--- config.mk ---
export PLATFORM = sky130hd
export DESIGN_NAME = instr_mem_loader
export DESIGN_NICKNAME = d
export VERILOG_FILES = /design/src/rtl/instr_mem_loader.sv
export SDC_FILE = /design/constraint.sdc
export NUM_CORES = 1
export LEC_CHECK = 0
export ABC_AREA = 1
export BUFFER_PORTS_ARGS = -buffer_cell sky130_fd_sc_hd__buf_4
export CORE_MARGIN = 2
export CORE_UTILIZATION = 40
export DETAILED_ROUTE_END_ITERATION = 6
export PLACE_DENSITY = 0.58
export SYNTH_ARGS = -nofsm -noshare
export SYNTH_HDL_FRONTEND = slang
export SYNTH_SLANG_ARGS = --single-unit
--- constraint.sdc ---
create_clock -name clk -period 2.6 [get_ports clk]
set_input_delay 0.26 -clock clk [delete_from_list [all_inputs] [get_ports clk]]
set_output_delay 0.26 -clock clk [all_outputs]
set_load 0.02 [all_outputs]
--- src/rtl/instr_mem_loader.sv ---
// instr_mem_loader: packs a big-endian byte stream into 32-bit instruction
// words and writes them sequentially into instruction memory starting at
// word address 0. Loading stops on HALT_WORD (which is itself written) or
// when the top address has been written, after which done is held.
//
// Ports:
//   clk, reset        rising-edge clock, synchronous active-high reset
//   start             1-cycle pulse, begins a load (ignored while busy)
//   rx_data/rx_valid  byte stream, one strobe per byte
//   mem_we/addr/wdata instruction-memory write port, one cycle per word
//   busy              high while loading or writing
//   done              high once loading has ended, until start or reset
//   overflow          load ended by full memory without HALT_WORD
//   word_count        words written in the current or last load
module instr_mem_loader #(
  parameter int unsigned ADDR_W    = 8,
  parameter logic [31:0] HALT_WORD = 32'hFFFFFFFF
) (
  input  logic              clk,
  input  logic              reset,
  input  logic              start,
  input  logic [7:0]        rx_data,
  input  logic              rx_valid,
  output logic              mem_we,
  output logic [ADDR_W-1:0] mem_addr,
  output logic [31:0]       mem_wdata,
  output logic              busy,
  output logic              done,
  output logic              overflow,
  output logic [ADDR_W:0]   word_count
);

  localparam logic [ADDR_W-1:0] ADDR_MAX = {ADDR_W{1'b1}};
  localparam logic [ADDR_W:0]   CNT_MAX  = {1'b1, {ADDR_W{1'b0}}};

  typedef enum logic [1:0] {
    IDLE  = 2'd0,
    LOAD  = 2'd1,
    WRITE = 2'd2,
    DONE  = 2'd3
  } state_t;

  state_t            state, state_d;
  logic [1:0]        byte_cnt, byte_cnt_d;
  logic [ADDR_W-1:0] addr_d;
  logic [31:0]       word_d;
  logic [ADDR_W:0]   cnt_d;
  logic              ovf_d;

  // State and datapath registers; status outputs are registered from next state
  always_ff @(posedge clk) begin
    if (reset) begin
      state      <= IDLE;
      byte_cnt   <= 2'd0;
      mem_addr   <= '0;
      mem_wdata  <= 32'd0;
      word_count <= '0;
      overflow   <= 1'b0;
      mem_we     <= 1'b0;
      busy       <= 1'b0;
      done       <= 1'b0;
    end else begin
      state      <= state_d;
      byte_cnt   <= byte_cnt_d;
      mem_addr   <= addr_d;
      mem_wdata  <= word_d;
      word_count <= cnt_d;
      overflow   <= ovf_d;
      mem_we     <= (state_d == WRITE);
      busy       <= (state_d == LOAD) || (state_d == WRITE);
      done       <= (state_d == DONE);
    end
  end

  // Next-state and datapath update
  always_comb begin
    state_d    = state;
    byte_cnt_d = byte_cnt;
    addr_d     = mem_addr;
    word_d     = mem_wdata;
    cnt_d      = word_count;
    ovf_d      = overflow;
    case (state)
      IDLE, DONE: begin
        if (start) begin
          state_d    = LOAD;
          byte_cnt_d = 2'd0;
          addr_d     = '0;
          word_d     = 32'd0;
          cnt_d      = '0;
          ovf_d      = 1'b0;
        end
      end
      LOAD: begin
        if (rx_valid) begin
          word_d     = {mem_wdata[23:0], rx_data};
          byte_cnt_d = byte_cnt + 2'd1;  // wraps to 0 on the 4th byte
          if (byte_cnt == 2'd3) state_d = WRITE;
        end
      end
      WRITE: begin
        if (word_count != CNT_MAX) cnt_d = word_count + (ADDR_W+1)'(1);
        if (mem_wdata == HALT_WORD) begin
          state_d = DONE;
          ovf_d   = 1'b0;
        end else if (mem_addr == ADDR_MAX) begin
          state_d = DONE;
          ovf_d   = 1'b1;
        end else begin
          state_d = LOAD;
          addr_d  = mem_addr + ADDR_W'(1);
          // A byte arriving alongside the write starts the next word
          if (rx_valid) begin
            word_d     = {mem_wdata[23:0], rx_data};
            byte_cnt_d = 2'd1;
          end
        end
      end
      default: state_d = IDLE;
    endcase
  end

endmodule

---- Yosys cells after proc, flatten, opt, wreduce, memory -nomap -nowiden ----
Index checks and enable logic that the tools add are counted.
W data, S select, Z words.
word-level totals
  register bits after elaboration ......... 57
  word-level logic and storage cells ...... 66
  bits of input ports ..................... 12
operators by class
  reduce and logical (&&, ||, !) cells .... 9
  muxes and demuxes ....................... 28
  equality and inequality tests ........... 17
  add/subtract/negate cells ............... 3
operators by type and width
  kind                    number
  $mux W32                4
  $pmux W32 S3            1
  $eq A32 B32 Y1 const B  1
  $mux W8                 3
  $mux W2                 10
  $mux W9                 2
  $pmux W9 S2             1
  $pmux W8 S2             1
  $ne A2 B2 Y1 const B    6
  $pmux W2 S3             2
  $eq A2 B2 Y1 const B    5
  $add A9 B1 Y9 const B   1
  $ne A9 B9 Y1 const B    1
  $reduce_and A3 Y1       3
  $add A8 B1 Y8 const B   1
  $eq A8 B8 Y1 const B    1
  $reduce_and A5 Y1       1
  $eq A2 B1 Y1 const B    2
  $reduce_and A4 Y1       1
  $mux W1                 3
  $ne A3 B3 Y1 const B    1
  $add A2 B1 Y2 const B   1
  $logic_not A2 Y1        1
  $pmux W1 S2             1
  3 further kinds         3

---- Longest topological paths before layout ----
Gate-level depths: netlist of run 1.
  depth in word-level cells ............... 6
  mapped depth ............................ 12
  gate-level depth less buffers ........... 11

---- Least setup slack after synthesis of run 1 ----
No wires, ideal clock.
  kind .................................... flip-flop to flip-flop
  start point ............................. register mem_addr[1]
  end point ............................... register busy
  arrival time ............................ 1685 ps
  path buffers ............................ 1
  data required time ...................... 2534 ps
  cell stages (with the launch flop) ...... 11
  slack ................................... 849 ps
  cell sequence ........................... dfxtp_1 -> ha_1 -> nand2_1 -> nor2_1 -> nand3_2 -> buf_2 -> nand2_1 -> nand2_1 -> nand2_1 -> ha_1 -> nor2_1
on the way
  word-level cells in the longest chain between the ends .. 6
  elaborated cells between the ends (all ways) .. 7
ends and longest elaborated chain
  what                                          RTL line  text
  start, declared                               25        output logic [ADDR_W-1:0] mem_addr,
  start signal, assigned                        65        mem_addr <= addr_d;
  $eq A8 B8 Y1 *                                106       end else if (mem_addr == ADDR_MAX) begin
  $mux W2 *                                     106
  $mux W2 *                                     103       if (mem_wdata == HALT_WORD) begin
  $pmux W2 S3 *                                 83        case (state)
  named net state_d[1]                          43        state_t state, state_d;
  $eq A2 B1 Y1 or $eq A2 B2 Y1 (tied branches)  70        busy <= (state_d == LOAD) || (state_d == WRITE);
  $logic_or A1 B1 Y1 *                          70
  end signal, assigned                          70
  end, declared                                 27        output logic busy,
The timed path passes the listed nets; every way through them passes the cells marked *.
A chain may end at the register's enable or synchronous reset.

---- Final worst setup path of run 1 ----
  start point ............................. register state[0]
  end point ............................... register word_count[8]
on the way
  word-level cells in the longest chain between the ends .. 4
  elaborated cells between the ends (all ways) .. 9
ends and longest elaborated chain
  what                                                          RTL line  text
  start, declared                                               43
  start signal, assigned                                        63        state <= state_d;
  $eq A2 B2 Y1 or $logic_not A2 Y1 (tied branches)              83
  $reduce_or A2 Y1                                              83
  $ne A2 B2 Y1 (no line) or $reduce_bool A2 Y1 (tied branches)  --
  $reduce_and A3 Y1 (no line)                                   --
  end signal, assigned                                          67        word_count <= cnt_d;
  end, declared                                                 30        output logic [ADDR_W:0] word_count
Parallel ways exist; a longest one is shown, timed or not.

==> flow_summary.json, run 1 <==
{
  "grt_max_degree": 37,
  "cts_hold_buffers": 0,
  "drive_above_1_share_pct": 19.36,
  "cp.required_ns": 2.88,
  "synth_fp_nets": 482,
  "cts_tree": "yes",
  "drt_iter0_drc": 117,
  "maxSlewHeadroom_pct": 66.75,
  "dp_hpwl_um": 5163,
  "path_clk_slew_ns": 0.07,
  "post_cts_buffers": 0,
  "synthTopCellsByArea": "dfxtp_1 (38%), nand2_1 (16%), nor2_1 (11%), inv_1 (8.1%), a21oi_1 (6.6%)",
  "max_slew.worst_pin.slew_ns": 0.4988,
  "row_count": 31,
  "clk_latency_ns": 0.34,
  "start_kind": "register",
  "die-area_mm2": 0.008148,
  "clockBufferDepth": 2,
  "design.final.nets": 547,
  "ys_seq_elements": 57,
  "route.antenna.remaining_nets": 0,
  "leakagePower_uw": 0.001721,
  "power.total_uw": 2479,
  "clock_skew_ns": 0.008325,
  "cts_resized": 0,
  "drv_cap": 0,
  "h-tree-depth": 3,
  "path_max_fanout": 12,
  "viasPerCell": 4.631,
  "finalSetupViolations": 0,
  "via_count": 2922,
  "gp_congestion": 0.8061,
  "cts_buffers": 9,
  "synthCells": 462,
  "fin_crit_ns": 2.085,
  "drv_slew": 0,
  "grt_pass1_vias": 2715,
  "synth_top_area_share_pct": 38.34,
  "syn2layout_area_growth_pct": 26.27,
  "root_buffer": "clkbuf_8",
  "n_antenna_cell": 0,
  "timing.final.crit_share_pct": 80.20,
  "endpoint_kind": "register",
  "status": "complete, no violations",
  "crit_arrival_ns": 2.36,
  "first_pass_iters": 4,
  "post_synth_num_cell_types": 30,
  "avgSynthCellArea_um2": 6.443,
  "drcViolationCount": 0,
  "setup_tns_ns": 0,
  "fmax_mhz": 479.6,
  "yosysSeqAreaShare_pct": 38.34,
  "p_int_uw": 1727,
  "synth_top_cell_by_area": "dfxtp_1",
  "io_pins": 65,
  "clkPwrFrac_pct": 38.5,
  "design_area_mm2": 0.003759,
  "final_core_util_pct": 52.10,
  "critical_path_class": "reg -> reg",
  "grt_pass1_wl_um": 12420,
  "min_path_type": "in -> reg",
  "start_util_pct": 41.26,
  "cts_sinks": 57,
  "antenna_found_initial": 0,
  "grt_overflow": 0,
  "wire_per_inst_um": 11.52,
  "final_hold_viol_count": 0,
  "swShare_pct": 30.32,
  "worst_hold_slack_ns": 0.1613,
  "coreArea_mm2": 0.007214,
  "netSwitchingPower_uw": 751.6,
  "power_density_mw_per_mm2": 659.4,
  "rsz0062_at_grt": "no",
  "ys.warnings.count": 0,
  "p_seq_share_pct": 40.4,
  "die_x_um": 90.27,
  "placed_cell_area_mm2": 0.003530,
  "drt_wl_total_um": 7270,
  "grtUsageTotal_pct": 18.45,
  "syn_area_mm2": 0.002977,
  "combPwrFrac_pct": 21.0,
  "die_h_um": 90.27,
  "io_buffers": 64,
  "ir_worst_vdd_mv": 0.3240
}
critical path, cell delays in order, from the launching register on:
cell,delay (ns)
dfxtp_1,0.33
inv_1,0.08
ha_1,0.47
nor2_1,0.14
nor2_2,0.31
nand2_2,0.16
inv_2,0.15
nand2_1,0.12
o21ai_1,0.14
nand2_1,0.06
nor2_1,0.08
power groups by stage:
stage	logic, uW	clock network [uW]	registers, uW
after floorplan	291	0	1080
after global placement	523	0	1020
after detailed placement	526	0	1020
after CTS	529	970	1000
after global routing	586	1010	1010
final	522	955	1000
layout make-up:
type	instances	area [um2]
multi-input combinational	318	1456
timing repair buffer	71	545.5
clock buffer	11	151.4
inverter	70	262.8
tap	99	123.9
fill	769	3456
sequential	57	1141
clock inverter	5	77.57
worst paths after layout:
kind | from | to | slack, ns | cells after the start
min reg2reg | byte_cnt[1] | byte_cnt[1] | 0.47 | 2
max | state[0] | word_count[8] | 0.51 | 10
min | rx_data[7] | mem_wdata[7] | 0.16 | 3
max reg2reg | state[0] | word_count[8] | 0.51 | 10
sequential cells by signal, indices dropped and copies added, names as in the netlist:
name,count
byte_cnt,2
busy,1
state,2
mem_we,1
mem_wdata,32
done,1
word_count,9
mem_addr,8
overflow,1
per-stage QoR:
stage | cells | worst slack [ns]
global placement | 615 | 0.5451
finish | 631 | 0.5149
CTS | 631 | 0.4771
detailed placement | 615 | 0.5004
global route | 631 | 0.2423
floorplan | 462 | 0.8486
logic make-up (layout without fill, tap and decap cells):
| kind of cell | after synthesis | in the layout | synth area share [%] |
|---|---|---|---|
| compound gates | 57 | 57 | 10.05 |
| fa+ha+maj | 8 | 8 | 3.363 |
| buf+inv | 87 | 157 | 12.74 |
| flops | 57 | 57 | 38.34 |
| simple gates | 253 | 253 | 35.52 |
layer usage:
metal | wire, um | up-vias | GRT usage (%)
met2 | 3376 | 63 | 30.64
met1 | 3409 | 1294 | 23.13
met4 | 126 | 0 | 8.077
met5 | 0 | - | 0
met3 | 357 | 10 | 3.840
li1 | - | 1555 | -
cells in the mapped netlist:
library cell	number
nand2_1	130
nor2_1	87
inv_1	64
dfxtp_1	57
a21oi_1	39
nand4_1	13
ha_1	8
buf_6	6
inv_2	6
nand3_1	6
nor3_1	6
o21ai_1	6
o21ai_0	5
clkbuf_1	4
a31oi_1	3
buf_1	3
buf_2	3
nand3_2	3
nor2_2	2
a211oi_1	1
a21o_1	1
a22oi_1	1
buf_4	1
nand2_2	1
nand3_4	1
nand3b_1	1
nor2_4	1
nor3_2	1
o21bai_1	1
or2_2	1
placed cells by master (no fill, tap or decap):
cell	count
a211oi_1	1
a21o_1	1
a21oi_1	39
a22oi_1	1
a31oi_1	3
buf_12	1
buf_4	70
bufinv_16	2
clkbuf_8	11
clkinv_2	2
clkinvlp_4	1
dfxtp_1	57
ha_1	8
inv_1	64
inv_2	6
nand2_1	130
nand2_2	1
nand3_1	6
nand3_2	3
nand3_4	1
nand3b_1	1
nand4_1	13
nor2_1	87
nor2_2	2
nor2_4	1
nor3_1	6
nor3_2	1
o21ai_0	5
o21ai_1	6
o21bai_1	1
or2_2	1
No activity file was read; power rests on OpenSTA's default activity.
==> run 2: changes to the inputs <==
ABC_AREA = 0   (was 1)
PLACE_DENSITY = 0.61   (was 0.58)
clock period = 1.8 ns   (was 2.6 ns; I/O delays follow)
==> run 2 against run 1 <==
Effect of this change: the flow now finishes with violations (negative setup slack); largest cell class unchanged; non-clock buffer count grew 56; clock power is 27% higher; total power up 21%; critical path depth down 3; final cell count shrank 18%; clock skew is 0.0025 ns higher.
==> flow_summary.json, run 2 <==
{
  "status": "complete, but fails checks",
  "violations": "negative setup slack",
  "final_hold_viol_count": 0,
  "cp.required_ns": 2.07,
  "start_kind": "register",
  "final_cells": 515,
  "finalSetupViolations": 9,
  "setup_tns_ns": -0.2216,
  "coreArea_mm2": 0.006756,
  "grt_pass1_wl_um": 12900,
  "viasPerCell": 5.660,
  "cts_tree": "yes",
  "drv_cap": 0,
  "synth_fp_nets": 342,
  "clk_latency_ns": 0.33,
  "ys.warnings.count": 0,
  "die-area_mm2": 0.007597,
  "h-tree-depth": 3,
  "critPathTopFamily": "simple AND/OR/NAND/NOR gates",
  "power_density_mw_per_mm2": 724.6,
  "ff2ff_setup_slack_ns": -0.07,
  "drt_iter0_drc": 155,
  "synth_edf_count": 0,
  "fin_crit_ns": 1.867,
  "top_regs": "mem_wdata x32, word_count x9, mem_addr x8",
  "ys_seq_elements": 57,
  "cts_sinks": 57,
  "grt_overflow": 0,
  "die_h_um": 87.16,
  "synthFlopType": "dfxtp_1",
  "endpoint_kind": "register",
  "swShare_pct": 27.09,
  "p_seq_share_pct": 43.0,
  "drcViolationCount": 0,
  "n_antenna_cell": 0,
  "slowest_stage": "nor4_4",
  "grtUsageTotal_pct": 21.57,
  "io_pins": 65,
  "route.antenna.remaining_nets": 0,
  "drt_wl_total_um": 8644,
  "netSwitchingPower_uw": 811.1,
  "via_count": 2915,
  "grt_pass1_vias": 2608,
  "synthCells": 322,
  "path_clk_slew_ns": 0.07,
  "wire_per_inst_um": 16.78,
  "largest_register_ff_count": 32,
  "place_ws_ns": -0.007620,
  "design.final.nets": 451,
  "start_util_pct": 40.94,
  "path_cells": "nand4_1, nor4_4, buf_4, a21oi_4, o311ai_4, ha_1, nor2_1",
  "crit_path_max_incr_delay_ns": 0.37,
  "clkPwrFrac_pct": 40.6,
  "syn2layout_area_growth_pct": 49.34,
  "dp.cells": 491,
  "cts_hold_buffers": 0,
  "synth_most_common_cell": "dfxtp_1",
  "root_buffer": "clkbuf_8",
  "fin_ws_ns": -0.06735,
  "max_slew.worst_pin.slew_ns": 0.5153,
  "clock_skew_ns": 0.01082,
  "avgSynthCellArea_um2": 8.591,
  "layout_commonest_cell": "buf_4",
  "leakagePower_uw": 0.001708,
  "grt_max_degree": 48,
  "layout_common_cells": "buf_4 (119), dfxtp_1 (44), a21oi_1 (39), nand3_1 (30), o2111ai_1 (29)",
  "crit_arrival_ns": 2.14,
  "io_buffers": 64,
  "dp_hpwl_um": 5404,
  "combPwrFrac_pct": 16.4,
  "gp_congestion": 0.8258,
  "synth_top_cells_by_count": "dfxtp_1 (57), a21oi_1 (41), nand3_1 (39), o2111ai_1 (32), clkbuf_1 (23)",
  "drive_above_1_share_pct": 42.99,
  "antenna_found_initial": 0,
  "path_max_fanout": 4,
  "die_x_um": 87.16,
  "ir_worst_vdd_mv": 0.3461,
  "fmax_mhz": 535.5,
  "rsz0062_at_grt": "yes",
  "yosysSeqAreaShare_pct": 41.25,
  "maxSlewHeadroom_pct": 65.64,
  "p_int_uw": 2183,
  "syn_area_mm2": 0.002766,
  "clockBufferDepth": 2,
  "first_pass_iters": 4,
  "synthArstFlopShare_pct": 0,
  "synth_top_area_share_pct": 41.25,
  "min_path_type": "in -> reg",
  "synthTopCellsByArea": "dfxtp_1 (41%), o2111ai_1 (10%), a21oi_1 (7.4%), nand3_1 (7.1%), nand4_1 (3.8%)",
  "cts_buffers": 9,
  "largest_register": "mem_wdata",
  "critical_path_class": "reg -> reg",
  "row_count": 30,
  "post_synth_num_cell_types": 40,
  "timing.final.crit_share_pct": 103.7,
  "drv_slew": 0,
  "synth_top_cell_by_area": "dfxtp_1",
  "critPathBufInv": 1
}
==> run 2: cell count changes after synthesis, moves of 5 or more <==
| cell | change |
|---|---|
| inv_1 | -53 |
| xor2_1 | +7 |
| o21ai_1 | -6 |
| nor2_1 | -67 |
| clkbuf_1 | +19 |
| nand2_1 | -115 |
| buf_6 | -5 |
| nand3_1 | +33 |
| o2111ai_1 | +32 |
| nor2b_1 | +5 |
| inv_2 | -6 |
==> run 2: kinds of logic (layout without fill, tap and decap cells) <==
| group | count (synthesis) | in the layout | synth area share [%] |
|---|---|---|---|
| buf+inv | 41 | 154 | 6.332 |
| fa+ha+maj | 8 | 8 | 3.618 |
| xor+xnor | 8 | 8 | 2.533 |
| simple gates | 116 | 116 | 22.57 |
| compound gates | 87 | 87 | 21.85 |
| flops | 57 | 57 | 41.25 |
| mux | 5 | 5 | 1.854 |
==> run 2: layout make-up <==
cell class	count	area (um2)
clock buffers	12	155.1
clock inverters	3	40.04
fillers	589	2625
inverters	12	45.04
multi-input cells	224	1597
flip-flops and latches	57	1157
well taps	80	100.1
repair buffers	127	1037
==> run 2: what timing repair did <==
action,in CTS,in global routing
pin swaps,1,20
cloned,0,3
resized for setup,6,28
buffers inserted,0,6
endpoints found under the setup margin,5,52
==> run 2: power groups by stage <==
stage | combinational (uW) | clock (uW) | sequential, uW
floorplan | 208 | 0 | 1340
finish | 491 | 1210 | 1290
global placement | 397 | 0 | 1320
global route | 518 | 1280 | 1290
detailed placement | 399 | 0 | 1320
CTS | 405 | 1220 | 1290
==> run 2: per-stage QoR <==
stage / cell area (um2) / power, uW / utilization [%] / hold WS (ns)
floorplan: 2785 / 1547 / - / 0.3639
global placement: 3685 / 1713 / 54.54 / 0.4724
detailed placement: 3685 / 1714 / 54.54 / 0.4765
CTS: 3901 / 2916 / 57.74 / 0.1420
global route: 4131 / 3085 / 61.15 / 0.1601
finish: 4131 / 2994 / 61.15 / 0.1481
==> run 2: worst min-delay path, delay by kind of cell <==
family | cells | cell delay (ns)
AO/OA/AOI/OAI | 2 | 0.16
buffers and inverters | 1 | 0.11
==> run 2: final timing paths <==
check | start | to | cells after the start
setup reg to reg | mem_wdata[26] | busy | 7
hold / removal | rx_data[6] | mem_wdata[6] | 3
setup / recovery | mem_wdata[26] | busy | 7
hold reg to reg | mem_wdata[26] | mem_wdata[26] | 2
==> run 2: per-layer routing <==
layer | track usage [%] | part of all wire, %
met5 | 0 | 0
met1 | 31.28 | 48
met4 | 7.692 | 1.1
met3 | 3.886 | 5.0
met2 | 32.06 | 46
==> run 3: changes to the inputs <==
ABC_AREA = 1   (was 0)
PLACE_DENSITY = 0.6   (was 0.61)
RECOVER_POWER = 25   (was default)
==> run 3 against run 2 <==
Effect of this change: worst hold slack got worse by 0.071 ns; utilization is 9.2 points lower; sequential share of layout area grew 2.5 points; via count up 2.7%; fmax increased by 12%; sequential power is 12% higher; critical path type unchanged; flip-flop and latch count did not move; highest routed layer unchanged; setup slack improved by 0.20 ns; die area is 7.3% higher; wire length decreased by 13%; non-clock buffer count shrank 44; the run now ends clean; register-to-register slack better by 0.20 ns.
==> flow_summary.json, run 3 (same netlist as run 1, synthesis figures left out) <==
{
  "design_area_mm2": 0.003747,
  "layout_common_cells": "nand2_1 (130), nor2_1 (84), inv_1 (64), buf_4 (56), dfxtp_1 (55)",
  "drive_above_1_share_pct": 17.50,
  "die-area_mm2": 0.008148,
  "coreArea_mm2": 0.007214,
  "placed_cell_area_mm2": 0.003632,
  "dp_hpwl_um": 5351,
  "start_kind": "register",
  "row_count": 31,
  "final_core_util_pct": 51.94,
  "fmax_mhz": 601.5,
  "seq_area_mm2": 0.001144,
  "setup_tns_ns": 0,
  "cts_tree": "yes",
  "multi_input_area_mm2": 0.001494,
  "start_util_pct": 41.26,
  "first_pass_iters": 4,
  "h-tree-depth": 3,
  "finalSetupViolations": 0,
  "drv_cap": 0,
  "antenna_found_initial": 0,
  "grt_overflow": 0,
  "grt_pass1_vias": 2807,
  "wire_per_inst_um": 11.67,
  "drv_slew": 0,
  "io_pins": 65,
  "final_cells": 642,
  "io_buffers": 64,
  "path_clk_slew_ns": 0.07,
  "dp.cells": 627,
  "max_slew.worst_pin.slew_ns": 0.4320,
  "grt_max_degree": 37,
  "clock_skew_ns": 0.005813,
  "drt_iter0_drc": 83,
  "layout_commonest_cell": "nand2_1",
  "design.final.nets": 559,
  "ir_worst_vdd_mv": 0.3421,
  "viasPerCell": 4.662,
  "rsz0062_at_grt": "no",
  "clk_latency_ns": 0.34,
  "cts_sinks": 57,
  "path_max_fanout": 28,
  "via_count": 2993,
  "drcViolationCount": 0,
  "fillCellCount": 778,
  "route.antenna.remaining_nets": 0,
  "fin_crit_ns": 1.663,
  "die_x_um": 90.27,
  "grtUsageTotal_pct": 18.82,
  "top_regs": "mem_wdata x32, word_count x9, mem_addr x8",
  "final_hold_viol_count": 0,
  "gp_congestion": 0.8470,
  "syn2layout_area_growth_pct": 25.89,
  "root_buffer": "clkbuf_8",
  "grt_pass1_wl_um": 12530,
  "drt_wl_total_um": 7495,
  "clockBufferDepth": 2,
  "maxSlewHeadroom_pct": 70.98,
  "critical_path_class": "reg -> reg",
  "largest_register_ff_count": 32,
  "timing.final.crit_share_pct": 92.36,
  "power_density_mw_per_mm2": 865.3,
  "leakagePower_uw": 0.001662,
  "n_antenna_cell": 0,
  "min_path_type": "in -> reg",
  "crit_arrival_ns": 1.89,
  "worst_hold_slack_ns": 0.07742,
  "cts_buffers": 9,
  "die_h_um": 90.27,
  "cp.required_ns": 2.03,
  "endpoint_kind": "register",
  "largest_register": "mem_wdata",
  "status": "complete, no violations"
}
[run 3: cell types whose count changed in the layout (fill, tap and decap cells not counted), moves of 11 or more]
cell	before	now
nand3_1	30	6
buf_4	119	56
dfxtp_2	13	2
nand2_1	13	130
clkbuf_1	1	25
dfxtp_1	44	55
inv_1	11	64
o2111ai_1	29	0
nor2_1	20	84
[run 3: final timing paths]
check	endpoint	depth (start not counted)	start	slack [ns]
setup / recovery	mem_wdata[19]	10	state[0]	0.14
hold / removal	mem_wdata[1]	3	rx_data[1]	0.08
hold reg to reg	byte_cnt[1]	2	byte_cnt[1]	0.47
setup reg to reg	mem_wdata[19]	10	state[0]	0.14
[run 3: metal layers]
layer / share of wire, % / track usage [%] / wire length (um) / vias to the layer above
met2: 47 / 32.21 / 3493 / 53
met1: 48 / 23.00 / 3608 / 1340
met5: 0 / 0 / 0 / -
met3: 3.2 / 3.172 / 238 / 13
met4: 2.1 / 8.974 / 155 / 0
li1: - / - / - / 1587
[run 3: report_power, final]
group	switching [uW]	internal, uW
combinational	487	288
sequential	81.6	1360
clock	508	519
total	1080	2170
[run 3: timing repair]
action / 4_1_cts / 5_1_grt
hold buffers: 0 / 0
setup endpoints to repair: 0 / 49
buffers inserted: 0 / 0
resized for setup: 0 / 11
[run 3: cell type report]
class / instances / area share (%)
Timing Repair Buffer: 83 / 14.99
Inverter: 70 / 7.012
Tap cell: 99 / 3.306
Sequential cell: 57 / 30.52
Clock buffer: 11 / 3.773
Clock inverter: 4 / 0.5342
Multi-Input combinational cell: 318 / 39.87
[run 3: worst max-delay path, stage by stage, from the launching register on]
cell,delay [ns]
dfxtp_1,0.33
inv_1,0.08
ha_4,0.26
or2_2,0.29
nand2_1,0.08
inv_2,0.05
nand3_4,0.11
buf_12,0.18
nand2_1,0.07
nand2_1,0.06
nor2_1,0.05
[run 3: per-stage QoR]
step                      total power, uW  worst slack (ns)
final                                3242            0.1375
after global routing                 3442          0.004686
after floorplan                      1983           0.04858
after detailed placement             2266           0.05893
after CTS                            3299           0.03234
after global placement               2261           0.09148
